### src/rtl/memory_controller_pkg.sv
// Shared encodings for the byte-wide memory controller: load/store op codes,
// controller state and bus-owner encodings, and the access-size helper.
// No ports; imported by memory_controller and mem_load_extend.
package memory_controller_pkg;

    // Value of address bits [17:16] that selects the IO region.
    localparam logic [1:0] MC_IO_ADDR_HI = 2'b11;

    localparam logic [5:0] OP_LB  = 6'd1;
    localparam logic [5:0] OP_LH  = 6'd2;
    localparam logic [5:0] OP_LW  = 6'd3;
    localparam logic [5:0] OP_LBU = 6'd4;
    localparam logic [5:0] OP_LHU = 6'd5;
    localparam logic [5:0] OP_SB  = 6'd6;
    localparam logic [5:0] OP_SH  = 6'd7;
    localparam logic [5:0] OP_SW  = 6'd8;

    typedef enum logic [1:0] {
        MC_IDLE  = 2'd0,
        MC_READ  = 2'd1,
        MC_WRITE = 2'd2,
        MC_DONE  = 2'd3
    } mc_state_e;

    typedef enum logic [1:0] {
        OWN_FETCH = 2'd0,
        OWN_LOAD  = 2'd1,
        OWN_STORE = 2'd2
    } mc_owner_e;

    // Number of RAM byte transactions an op needs; unknown codes move a word.
    function automatic logic [2:0] op_bytes(input logic [5:0] op);
        case (op)
            OP_LB, OP_LBU, OP_SB: op_bytes = 3'd1;
            OP_LH, OP_LHU, OP_SH: op_bytes = 3'd2;
            default:              op_bytes = 3'd4;
        endcase
    endfunction

endpackage

### src/rtl/mem_load_extend.sv
// Size/sign extension of an assembled little-endian load buffer.
// Purely combinational, no backpressure.
// Ports: op_type (load op code), raw (assembled bytes), ext (extended result).
module mem_load_extend
    import memory_controller_pkg::*;
(
    input  logic [5:0]  op_type,
    input  logic [31:0] raw,
    output logic [31:0] ext
);

    always_comb begin
        ext = raw;
        case (op_type)
            OP_LB:   ext = {{24{raw[7]}}, raw[7:0]};
            OP_LH:   ext = {{16{raw[15]}}, raw[15:0]};
            OP_LBU:  ext = {24'd0, raw[7:0]};
            OP_LHU:  ext = {16'd0, raw[15:0]};
            default: ext = raw;
        endcase
    end

endmodule

### src/rtl/memory_controller.sv
// Byte-serial RAM/IO port owner arbitrating store > load > fetch; returns a
// one-cycle finish pulse with assembled data. Reads finish n+1 cycles after
// acceptance-cycle request, writes likewise; rdy_in low freezes everything,
// IO-region writes stall while io_buffer_full is high.
// Ports: clk_in/rst_in/rdy_in/roll_back control; if_*, lsb_load/*_load,
// lsb_store/*_store requester interfaces; mem_* RAM port; io_buffer_full.
module memory_controller
    import memory_controller_pkg::*;
#(
    parameter logic [1:0] IO_ADDR_HI = MC_IO_ADDR_HI
) (
    input  logic        clk_in,
    input  logic        rst_in,
    input  logic        rdy_in,
    input  logic        roll_back,
    input  logic        if_req,
    input  logic [31:0] if_addr,
    output logic        if_done,
    output logic [31:0] if_inst,
    input  logic        lsb_load,
    input  logic [31:0] load_address,
    input  logic [5:0]  op_type_load,
    output logic        finish_load,
    output logic [31:0] data_load,
    input  logic        lsb_store,
    input  logic [31:0] store_address,
    input  logic [31:0] data_store,
    input  logic [5:0]  op_type_store,
    output logic        finish_store,
    input  logic [7:0]  mem_din,
    output logic [7:0]  mem_dout,
    output logic [31:0] mem_a,
    output logic        mem_wr,
    input  logic        io_buffer_full
);

    mc_state_e   state, state_nxt;
    mc_owner_e   owner, owner_nxt;
    logic [31:0] base_addr, base_addr_nxt;
    logic [2:0]  size_q, size_nxt;
    logic [2:0]  cnt, cnt_nxt, cnt_inc;
    logic [31:0] asm_q, asm_nxt, asm_cur;
    logic [31:0] store_q, store_nxt;
    logic [5:0]  op_q, op_nxt;
    logic [7:0]  store_byte;
    logic [31:0] ext_data;

    logic [31:0] mem_a_nxt;
    logic [7:0]  mem_dout_nxt;
    logic        mem_wr_nxt;
    logic        if_done_nxt, finish_load_nxt, finish_store_nxt;
    logic [31:0] if_inst_nxt, data_load_nxt;
    logic        new_store_blocked, cur_store_blocked;

    assign cnt_inc = cnt + 3'd1;
    assign new_store_blocked = (store_address[17:16] == IO_ADDR_HI) && io_buffer_full;
    assign cur_store_blocked = (base_addr[17:16] == IO_ADDR_HI) && io_buffer_full;

    // Buffer as it will look once the byte on mem_din this cycle is merged in;
    // the finishing edge publishes this, not the stale registered copy.
    always_comb begin
        asm_cur = asm_q;
        case (cnt[1:0])
            2'd0:    asm_cur[7:0]   = mem_din;
            2'd1:    asm_cur[15:8]  = mem_din;
            2'd2:    asm_cur[23:16] = mem_din;
            default: asm_cur[31:24] = mem_din;
        endcase
    end

    always_comb begin
        store_byte = store_q[7:0];
        case (cnt[1:0])
            2'd0:    store_byte = store_q[7:0];
            2'd1:    store_byte = store_q[15:8];
            2'd2:    store_byte = store_q[23:16];
            default: store_byte = store_q[31:24];
        endcase
    end

    mem_load_extend u_load_extend (
        .op_type (op_q),
        .raw     (asm_cur),
        .ext     (ext_data)
    );

    always_comb begin
        state_nxt        = state;
        owner_nxt        = owner;
        base_addr_nxt    = base_addr;
        size_nxt         = size_q;
        cnt_nxt          = cnt;
        asm_nxt          = asm_q;
        store_nxt        = store_q;
        op_nxt           = op_q;
        mem_a_nxt        = mem_a;
        mem_dout_nxt     = mem_dout;
        mem_wr_nxt       = 1'b0;
        if_done_nxt      = 1'b0;
        finish_load_nxt  = 1'b0;
        finish_store_nxt = 1'b0;
        if_inst_nxt      = if_inst;
        data_load_nxt    = data_load;

        case (state)
            MC_IDLE: begin
                if (!roll_back) begin
                    if (lsb_store) begin
                        owner_nxt     = OWN_STORE;
                        base_addr_nxt = store_address;
                        size_nxt      = op_bytes(op_type_store);
                        store_nxt     = data_store;
                        mem_a_nxt     = store_address;
                        state_nxt     = MC_WRITE;
                        // cnt counts bytes already issued on the bus.
                        if (new_store_blocked) begin
                            cnt_nxt = 3'd0;
                        end else begin
                            mem_dout_nxt = data_store[7:0];
                            mem_wr_nxt   = 1'b1;
                            cnt_nxt      = 3'd1;
                        end
                    end else if (lsb_load) begin
                        owner_nxt     = OWN_LOAD;
                        base_addr_nxt = load_address;
                        size_nxt      = op_bytes(op_type_load);
                        op_nxt        = op_type_load;
                        mem_a_nxt     = load_address;
                        cnt_nxt       = 3'd0;
                        state_nxt     = MC_READ;
                    end else if (if_req) begin
                        owner_nxt     = OWN_FETCH;
                        base_addr_nxt = if_addr;
                        size_nxt      = 3'd4;
                        mem_a_nxt     = if_addr;
                        cnt_nxt       = 3'd0;
                        state_nxt     = MC_READ;
                    end
                end
            end

            MC_READ: begin
                if (roll_back) begin
                    state_nxt = MC_IDLE;
                end else begin
                    asm_nxt = asm_cur;
                    if (cnt_inc == size_q) begin
                        state_nxt = MC_DONE;
                        if (owner == OWN_LOAD) begin
                            finish_load_nxt = 1'b1;
                            data_load_nxt   = ext_data;
                        end else begin
                            if_done_nxt = 1'b1;
                            if_inst_nxt = asm_cur;
                        end
                    end else begin
                        cnt_nxt   = cnt_inc;
                        mem_a_nxt = base_addr + {29'd0, cnt_inc};
                    end
                end
            end

            MC_WRITE: begin
                // Committed stores complete regardless of roll_back.
                if (cnt == size_q) begin
                    finish_store_nxt = 1'b1;
                    state_nxt        = MC_DONE;
                end else if (!cur_store_blocked) begin
                    mem_a_nxt    = base_addr + {29'd0, cnt};
                    mem_dout_nxt = store_byte;
                    mem_wr_nxt   = 1'b1;
                    cnt_nxt      = cnt_inc;
                end
            end

            // One dead cycle so a requester dropping its level after the
            // finish pulse is not re-accepted.
            MC_DONE: state_nxt = MC_IDLE;

            default: state_nxt = MC_IDLE;
        endcase
    end

    always_ff @(posedge clk_in) begin
        if (rst_in) begin
            state        <= MC_IDLE;
            owner        <= OWN_FETCH;
            base_addr    <= 32'd0;
            size_q       <= 3'd0;
            cnt          <= 3'd0;
            asm_q        <= 32'd0;
            store_q      <= 32'd0;
            op_q         <= 6'd0;
            mem_a        <= 32'd0;
            mem_dout     <= 8'd0;
            mem_wr       <= 1'b0;
            if_done      <= 1'b0;
            finish_load  <= 1'b0;
            finish_store <= 1'b0;
            if_inst      <= 32'd0;
            data_load    <= 32'd0;
        end else if (rdy_in) begin
            state        <= state_nxt;
            owner        <= owner_nxt;
            base_addr    <= base_addr_nxt;
            size_q       <= size_nxt;
            cnt          <= cnt_nxt;
            asm_q        <= asm_nxt;
            store_q      <= store_nxt;
            op_q         <= op_nxt;
            mem_a        <= mem_a_nxt;
            mem_dout     <= mem_dout_nxt;
            mem_wr       <= mem_wr_nxt;
            if_done      <= if_done_nxt;
            finish_load  <= finish_load_nxt;
            finish_store <= finish_store_nxt;
            if_inst      <= if_inst_nxt;
            data_load    <= data_load_nxt;
        end
    end

endmodule

### config.mk
export PLATFORM = sky130hd
export DESIGN_NAME = memory_controller
export DESIGN_NICKNAME = d
export VERILOG_FILES = /design/src/rtl/memory_controller_pkg.sv /design/src/rtl/mem_load_extend.sv /design/src/rtl/memory_controller.sv
export SDC_FILE = /design/constraint.sdc
export NUM_CORES = 1
export LEC_CHECK = 0
export CAP_MARGIN = 30
export CORE_ASPECT_RATIO = 1.1
export CORE_UTILIZATION = 25
export CTS_BUF_LIST = sky130_fd_sc_hd__clkbuf_8
export DETAILED_ROUTE_END_ITERATION = 8
export HOLD_SLACK_MARGIN = 0.1
export PLACE_DENSITY = 0.51
export SYNTH_ARGS = -nofsm -noshare
export SYNTH_HDL_FRONTEND = slang
export SYNTH_SLANG_ARGS = --single-unit
### constraint.sdc
create_clock -name clk_in -period 5.23 [get_ports clk_in]
set_clock_uncertainty 0.1 [all_clocks]
set_input_delay 0.7845 -clock clk_in [delete_from_list [all_inputs] [get_ports clk_in]]
set_output_delay 0.7845 -clock clk_in [all_outputs]
set_load 0.05 [all_outputs]
==> flow_summary.yaml, run 1 <==
run_status:
  status: "finished clean"
critical_path:
  start_kind: "flip-flop"
  critPathLaunch: "state[0]"
  cp_max_fo: 10
  path_cells: "inv_1 -> ha_1 -> xnor2_1 -> ha_1 -> inv_1 -> fa_1 -> nor2b_1 -> o21ai_1 -> nor4_1 -> xor2_1 -> a211oi_1 -> nor3_1"
  endpoint_kind: "flip-flop"
  rr_startpoint: "state[0]"
  cp_top_family: "simple AND/OR/NAND/NOR gates"
  path_class: "reg -> reg"
  crit_required_ps: 5530
  critPathSlowestCell: "nor4_1"
  critical_path_arrival_ps: 3850
  critPathBufInv: 2
  max_stage_delay_ps: 470
timing:
  period_share: 0.679
  setup_violations: 0
  slew_headroom: 0.339
  hold_violations: 0
  period_needed_ps: 3550
  max_freq_ghz: 0.282
  hold_slack_ps: 356
  worst_pin_slew_ps: 992
  rsz0062_at_grt: "no"
  finalSetupTns_ps: 0
  finalMaxSlewViolations: 0
synthesis:
  avgSynthCellArea_um2: 8.27
  synthFlopType: "dfxtp_1"
  yosysTopAreaCell: "dfxtp_1"
  synth_edf_count: 0
  seq_area_frac_synth: 0.414
  syn_nets: 1455
  yosysUniqueCellTypes: 62
  yosysTopAreaCellShare: 0.414
  synth_warnings: 0
  syn_area_mm2: 0.0106
  yosys-top-cells-area: "dfxtp_1 (41%), mux2i_1 (7.4%), nand2_1 (6.9%), nor2_1 (6.3%), a211oi_1 (5.6%)"
  syn_inst: 1287
  async_reset_ff_frac: 0
  synth_seq_cells: 220
die:
  die_y_um: 218
  ios: 264
  core_mm2: 0.0416
  die_w_um: 199
  rows: 78
  fp.dieArea_mm2: 0.0434
  initial_utilization: 0.256
routing:
  drtIter0Drc: 530
  viasPerCell: 4.69
  drt_wl_total_um: 35100
  drtAntennaViolNets: 0
  routedWlPerCell_um: 16.8
  drc_errors: 0
  drt_pre_antenna_iters: 8
  vias: 9813
cts:
  post_cts_buffers: 0
  cts_made_buffers: 41
  ctsHoldBuffers: 0
  cts_tree: "yes"
  clock_path_buffers: 3
  clk_latency_ps: 560
  cts.clk_slew.worst_paths_ps: 60
  clock_sinks: 220
  post_cts_resize_count: 0
  root_buffer: "clkbuf_8"
  htreeDepth: 2
final_layout:
  syn_to_final_growth_pct: 35.3
  drive_gt1_frac: 0.0841
  final_cell_mix: "clkdlybuf4s50_1 (260), dfxtp_1 (220), nand2_1 (197), nor2_1 (176), a21oi_1 (110)"
  nets: 1676
  final_common_cell: "clkdlybuf4s50_1"
  nFillCells: 4428
  multiInputGateArea_mm2: 0.00571
  register_area_mm2: 0.00440
  n_antenna_cell: 0
min_path:
  min_from: "store_q[26]"
  hold_path.class: "reg -> reg"
global_route:
  antenna_found_initial: 0
  grt-ovfl-total: 0
  grt_pass1_wl_um: 54300
  grt_pass1_vias: 9657
  grt_max_degree: 114
  grt.total_usage: 0.160
placed_design:
  dp_hpwl_um: 25000
  portBuffers: 263
  place.gp.congestion: 0.760
power_and_ir_drop:
  leakage_nw: 4.77
  ir_drop_uv: 131
  p_per_area_mw_per_mm2: 311
job:
  cap_violations: 0
-- metrics by stage --
step                      instance area [um^2]  cells  utilization  power [W]  setup slack [ps]
final                                    14400   2093        0.347    0.00448              1680
after global routing                     14400   2093        0.347    0.00473              1360
after CTS                                14400   2093        0.347    0.00456              1690
after detailed placement                 13700   2025        0.328    0.00295              1700
after global placement                   13600   2023        0.328    0.00294              1730
after floorplan                          10600   1287            -    0.00254              1730
-- state kept, by name, indices dropped and copies added, names as in the netlist, 2 cells and up --
register   flops
asm_q         32
base_addr     32
cnt            3
data_load     32
if_inst       32
mem_a         32
mem_dout       8
op_q           6
owner          2
size_q         3
state          2
store_q       32
-- synth_stat cells (3+ instances only) --
cell type and n:
and3_1 6, xor2_1 12, or4_1 3, a21oi_1 110
a31oi_1 4, nand3_1 14, ha_1 11, nand2b_1 17
a211oi_2 30, o21ai_0 46, buf_1 5, buf_2 12
nand2_1 197, a211o_1 10, nor3b_1 3, inv_1 16
nor4_1 5, a222oi_1 8, or2b_1 3, nand4_1 8
buf_4 4, or3_1 4, clkbuf_1 73, and2_1 3
nor3_1 29, a211oi_1 79, mux2i_1 79, nor2b_1 12
o22ai_1 9, nor2_1 179, buf_6 9, o211ai_1 11
dfxtp_1 220, xnor2_1 19
-- metal layers --
| metal | vias to the layer above | wire [um] | global-route usage |
|---|---|---|---|
| li1 | 4963 | - | - |
| met1 | 4508 | 15200 | 0.195 |
| met2 | 295 | 17100 | 0.278 |
| met3 | 47 | 2140 | 0.0375 |
| met4 | 0 | 661 | 0.0469 |
| met5 | - | 0 | 0 |
-- report_power, final --
part / total [W] / switching (W) / internal (W)
Clock: 0.00158 / 0.000745 / 0.000833
Combinational: 0.00106 / 0.000660 / 0.000401
Sequential: 0.00184 / 0.0000651 / 0.00177
-- worst register-to-register path, cell delays in order (launching register included) --
cell and delay [ps]:
dfxtp_1 380, inv_1 110, ha_1 270, xnor2_1 180, ha_1 220, inv_1 60, fa_1 370, nor2b_1 340
o21ai_1 370, nor4_1 470, xor2_1 130, a211oi_1 280, nor3_1 100
-- cells by family (layout without fill, tap and decap cells) --
logic type,count (synthesis),after routing,share of synthesized area
DFF,220,220,0.414
and+or+nand+nor,500,500,0.207
muxes,81,81,0.0764
xor gates and xnor gates,32,32,0.0276
buffers and inverters,120,366,0.0515
AOI/OAI and AO/OA,322,322,0.209
adders and majority gates,12,12,0.0148
-- area by class of cell --
type | count | share of cell area
Clock buffer | 48 | 0.0459
Clock inverter | 20 | 0.00660
Inverter | 17 | 0.00443
Multi-Input combinational cell | 947 | 0.396
Sequential cell | 220 | 0.306
Tap cell | 560 | 0.0486
Timing Repair Buffer | 281 | 0.193
-- worst paths after layout --
check,cells after the start,endpoint,slack (ps)
setup / recovery,12,mem_a[26],1680
hold / removal,2,store_q[26],360
setup reg to reg,12,mem_a[26],1680
hold reg to reg,2,store_q[26],360
Note: power is estimated with default switching activity, not from simulation.
==> run 2: changes to the inputs <==
==> constraint.sdc (replaced) <==
create_clock -name clk_in -period 3.6 [get_ports clk_in]
set_clock_uncertainty 0.1 [all_clocks]
set_input_delay 0.54 -clock clk_in [delete_from_list [all_inputs] [get_ports clk_in]]
set_output_delay 0.54 -clock clk_in [all_outputs]
set_load 0.05 [all_outputs]
==> run 2 against run 1 <==
Effect of this change: non-clock buffer count rose by 11; sequential share of layout area decreased by 0.39 points; final area is 1.3% higher; maximum frequency is 8.0% higher; register-to-register slack worse by 1400 ps; power rose by 51%; utilization is 0.45 points higher; final cell count increased by 0.57%; combinational power grew 47%; critical path depth is 1 lower; flip-flop and latch count unchanged; critical endpoint is now mem_a[31]; largest cell class unchanged.
==> flow_summary.yaml, run 2 (synthesis results as in run 1) <==
critical_path:
  path_class: "reg -> reg"
  crit_top_cell: "ha_1"
  critPathSlowestCell: "or3_1"
  critical_path_arrival_ps: 3660
  critPathLaunch: "state[0]"
  cp_top_family: "simple AND/OR/NAND/NOR gates"
  endpoint_kind: "flip-flop"
  max_stage_delay_ps: 410
  crit_required_ps: 3970
  path_cells: "inv_1 -> ha_1 -> nand2b_1 -> xnor2_1 -> ha_1 -> o211ai_1 -> nor3_2 -> nand4_1 -> or3_1 -> a31o_2 -> o31ai_1"
  rr_startpoint: "state[0]"
  critPathBufInv: 1
  start_kind: "flip-flop"
  cp_max_fo: 8
final_layout:
  final_common_cell: "clkdlybuf4s50_1"
  utilization: 0.351
  nets: 1687
  syn_to_final_growth_pct: 37.1
  drive_gt1_frac: 0.0926
  final_cell_mix: "clkdlybuf4s50_1 (260), dfxtp_1 (220), nand2_1 (197), nor2_1 (176), a21oi_1 (110)"
power_and_ir_drop:
  p_per_area_mw_per_mm2: 463
  ir_drop_uv: 221
  finalPower_w: 0.00676
  leakage_nw: 4.86
cts:
  ctsHoldBuffers: 0
  cts_tree: "yes"
  clk_latency_ps: 570
  post_cts_buffers: 0
  cts_made_buffers: 41
  htreeDepth: 2
  root_buffer: "clkbuf_8"
  post_cts_resize_count: 0
  cts.clk_slew.worst_paths_ps: 60
  clock_sinks: 220
  clock_path_buffers: 3
global_route:
  grt.total_usage: 0.161
  antenna_found_initial: 1
  grt_pass1_wl_um: 54700
  grt_max_degree: 82
  grt_pass1_vias: 9724
  grt-ovfl-total: 0
routing:
  routedWlPerCell_um: 16.9
  vias: 9831
  drt_wl_total_um: 35700
  highest-signal-layer: "met5"
  drc_errors: 0
  drt_pre_antenna_iters: 6
  drtIter0Drc: 424
  wirelength_met1_um: 15400
  drtAntennaViolNets: 0
  wl_met3_um: 2120
  met2_length_um: 17400
  viasPerCell: 4.67
die:
  ios: 264
  die_w_um: 199
  core_mm2: 0.0416
  rows: 78
  initial_utilization: 0.256
  die_y_um: 218
  fp.dieArea_mm2: 0.0434
timing:
  rsz0062_at_grt: "no"
  max_freq_ghz: 0.304
  hold_violations: 0
  setup_violations: 0
  hold_slack_ps: 296
  finalMaxSlewViolations: 0
  slew_headroom: 0.385
  period_needed_ps: 3290
  period_share: 0.913
  worst_pin_slew_ps: 922
  finalSetupTns_ps: 0
min_path:
  min_from: "lsb_store"
  hold_path.class: "in -> reg"
run_status:
  status: "finished clean"
placed_design:
  dp_hpwl_um: 25500
  portBuffers: 263
  place.gp.congestion: 0.757
job:
  cap_violations: 0
run 2: cell types whose count changed in the layout (fill, tap and decap cells not counted), sizes merged:
cell    delta
buf       +11
clkbuf     +3
clkinv     -3
bufinv     +2
inv        -2
diode      +1
run 2: layer usage:
layer | vias to the layer above | track usage
met5 | - | 0
met4 | 2 | 0.0446
met3 | 52 | 0.0358
met2 | 256 | 0.280
met1 | 4537 | 0.198
li1 | 4984 | -
run 2: worst paths after layout:
check	endpoint	slack, ps	cells after the start
max reg2reg	mem_a[31]	310	11
min reg2reg	asm_q[7]	350	2
min	cnt[0]	300	3
max	mem_a[31]	310	11
run 2: final cells by class:
type	instances	area (um^2)
antenna	1	2.50
clock buffer	51	702
clock inverter	17	145
fill	4436	27000
inverter	17	63.8
multi-input combinational	947	5710
sequential	220	4400
tap	560	701
timing repair buffer	292	2870
run 2: through the flow:
step	instances	cell area, um^2	setup WS, ps
CTS	2104	14600	358
detailed placement	2036	13700	397
finish	2105	14600	312
floorplan	1287	10600	100
global route	2104	14600	65.1
global placement	2035	13700	407
run 2: worst min-delay path: stages:
cell and delay [ps]:
buf_2 180, nand4_1 90, a31oi_1 70
run 2: power breakdown:
part	internal (W)	total [W]	switching (W)
clock network	0.00143	0.00253	0.00110
logic	0.000590	0.00156	0.000968
registers	0.00258	0.00267	0.0000972
==> run 3: changes to the inputs <==
--- a/config.mk
+++ b/config.mk
@@ -5,7 +5,7 @@
 export SDC_FILE = /design/constraint.sdc
 export NUM_CORES = 1
 export LEC_CHECK = 0
-export CAP_MARGIN = 30
+export CAP_MARGIN = 10
 export CORE_ASPECT_RATIO = 1.1
 export CORE_UTILIZATION = 25
 export CTS_BUF_LIST = sky130_fd_sc_hd__clkbuf_8
==> run 3 against run 2 <==
Effect of this change: via count grew 0.51%; final area is 0.55% lower; highest routed layer is now met4; wire length is 0.19% lower; die area unchanged; critical endpoint is now mem_a[26]; largest cell class unchanged; worst setup slack better by 32 ps; worst hold slack got worse by 11 ps; first-iteration DRC count is 14% higher; sequential power barely moved; clock-buffer cell count fell by 2; final cell count is 0.19% lower; power is 2.7% lower.
==> flow_summary.yaml, run 3 (synthesis results as in run 1) <==
die:
  die_w_um: 199
  die_y_um: 218
  initial_utilization: 0.256
  ios: 264
  rows: 78
  core_mm2: 0.0416
  fp.dieArea_mm2: 0.0434
cts:
  clock_path_buffers: 3
  post_cts_resize_count: 0
  cts_made_buffers: 40
  post_cts_buffers: 0
  cts.clk_slew.worst_paths_ps: 60
  ctsHoldBuffers: 0
  clock_sinks: 220
  root_buffer: "clkbuf_8"
  htreeDepth: 2
  clk_latency_ps: 560
  cts_tree: "yes"
min_path:
  min_from: "lsb_store"
  hold_path.class: "in -> reg"
power_and_ir_drop:
  finalPower_w: 0.00658
  p_per_area_mw_per_mm2: 453
  leakage_nw: 4.83
  ir_drop_uv: 203
placed_design:
  place.gp.congestion: 0.757
  dp_cells: 2035
  dp_hpwl_um: 25500
  place_area_mm2: 0.0137
  portBuffers: 263
critical_path:
  crit_required_ps: 3890
  max_stage_delay_ps: 750
  path_cells: "inv_1 -> ha_1 -> nand2b_1 -> xnor2_1 -> ha_1 -> nor2b_1 -> o21ai_1 -> nor4_1 -> xor2_1 -> a211oi_1 -> nor3_1"
  start_kind: "flip-flop"
  crit_top_cell: "ha_1"
  cp_top_family: "compound AO/OA/AOI/OAI gates"
  critPathLaunch: "state[0]"
  path_class: "reg -> reg"
  critical_path_arrival_ps: 3550
  rr_startpoint: "state[0]"
  cp_max_fo: 10
  critPathSlowestCell: "o21ai_1"
  endpoint_kind: "flip-flop"
  critPathBufInv: 1
timing:
  worst_pin_slew_ps: 964
  max_freq_ghz: 0.307
  setup_violations: 0
  period_share: 0.905
  slew_headroom: 0.353
  finalSetupTns_ps: 0
  rsz0062_at_grt: "no"
  hold_violations: 0
  finalMaxSlewViolations: 0
  period_needed_ps: 3260
final_layout:
  drive_gt1_frac: 0.0896
  final_cell_mix: "clkdlybuf4s50_1 (260), dfxtp_1 (220), nand2_1 (197), nor2_1 (176), a21oi_1 (110)"
  final_common_cell: "clkdlybuf4s50_1"
  fin_cells: 2101
  n_antenna_cell: 0
  utilization: 0.349
  final_area_mm2: 0.0145
  nets: 1685
  multiInputGateArea_mm2: 0.00571
  register_area_mm2: 0.00440
  nFillCells: 4405
  syn_to_final_growth_pct: 36.3
job:
  cap_violations: 0
global_route:
  grt_max_degree: 82
  grt.total_usage: 0.161
  grt_pass1_vias: 9633
  grt_pass1_wl_um: 54700
  antenna_found_initial: 0
  grt-ovfl-total: 0
routing:
  drt_pre_antenna_iters: 6
  drtIter0Drc: 483
  drt_wl_total_um: 35600
  routedWlPerCell_um: 16.9
  drtAntennaViolNets: 0
  viasPerCell: 4.70
  vias: 9881
  drc_errors: 0
run_status:
  status: "finished clean"
## run 3: stage by stage
step / hold WS (ps) / setup slack, ps
final: 286 / 343
after global routing: 287 / 59.2
after CTS: 245 / 314
after detailed placement: 349 / 377
after global placement: 344 / 407
after floorplan: 336 / 100
## run 3: area by class of cell
| cell class | instances | share of cell area |
|---|---|---|
| clock inverters | 17 | 0.00707 |
| multi-input cells | 947 | 0.393 |
| flip-flops and latches | 220 | 0.303 |
| repair buffers | 291 | 0.197 |
| clock buffers | 49 | 0.0465 |
| well taps | 560 | 0.0483 |
| inverters | 17 | 0.00440 |
## run 3: routing by layer
| layer | vias up | GRT usage | share of wire |
|---|---|---|---|
| met3 | 43 | 0.0350 | 0.060 |
| li1 | 4979 | - | - |
| met2 | 281 | 0.285 | 0.49 |
| met1 | 4578 | 0.195 | 0.43 |
| met5 | - | 0 | 0 |
| met4 | 0 | 0.0395 | 0.016 |
## run 3: final timing paths
path	end	slack, ps	cells after the start
worst max-delay path	mem_a[26]	340	11
worst min-delay path	cnt[0]	290	3
worst max register to register	mem_a[26]	340	11
worst min register to register	store_q[20]	350	2
## run 3: worst reg2reg max path, cell delays in order, from the launching register on
cell and delay (ps):
dfxtp_1 370, inv_1 110, ha_1 260, nand2b_1 170
xnor2_1 180, ha_1 290, nor2b_1 160, o21ai_1 750
nor4_1 160, xor2_1 190, a211oi_1 270, nor3_1 80
## run 3: where the power goes
group	switching, W	internal (W)
sequential	0.0000978	0.00258
combinational	0.000965	0.000590
clock	0.00106	0.00129
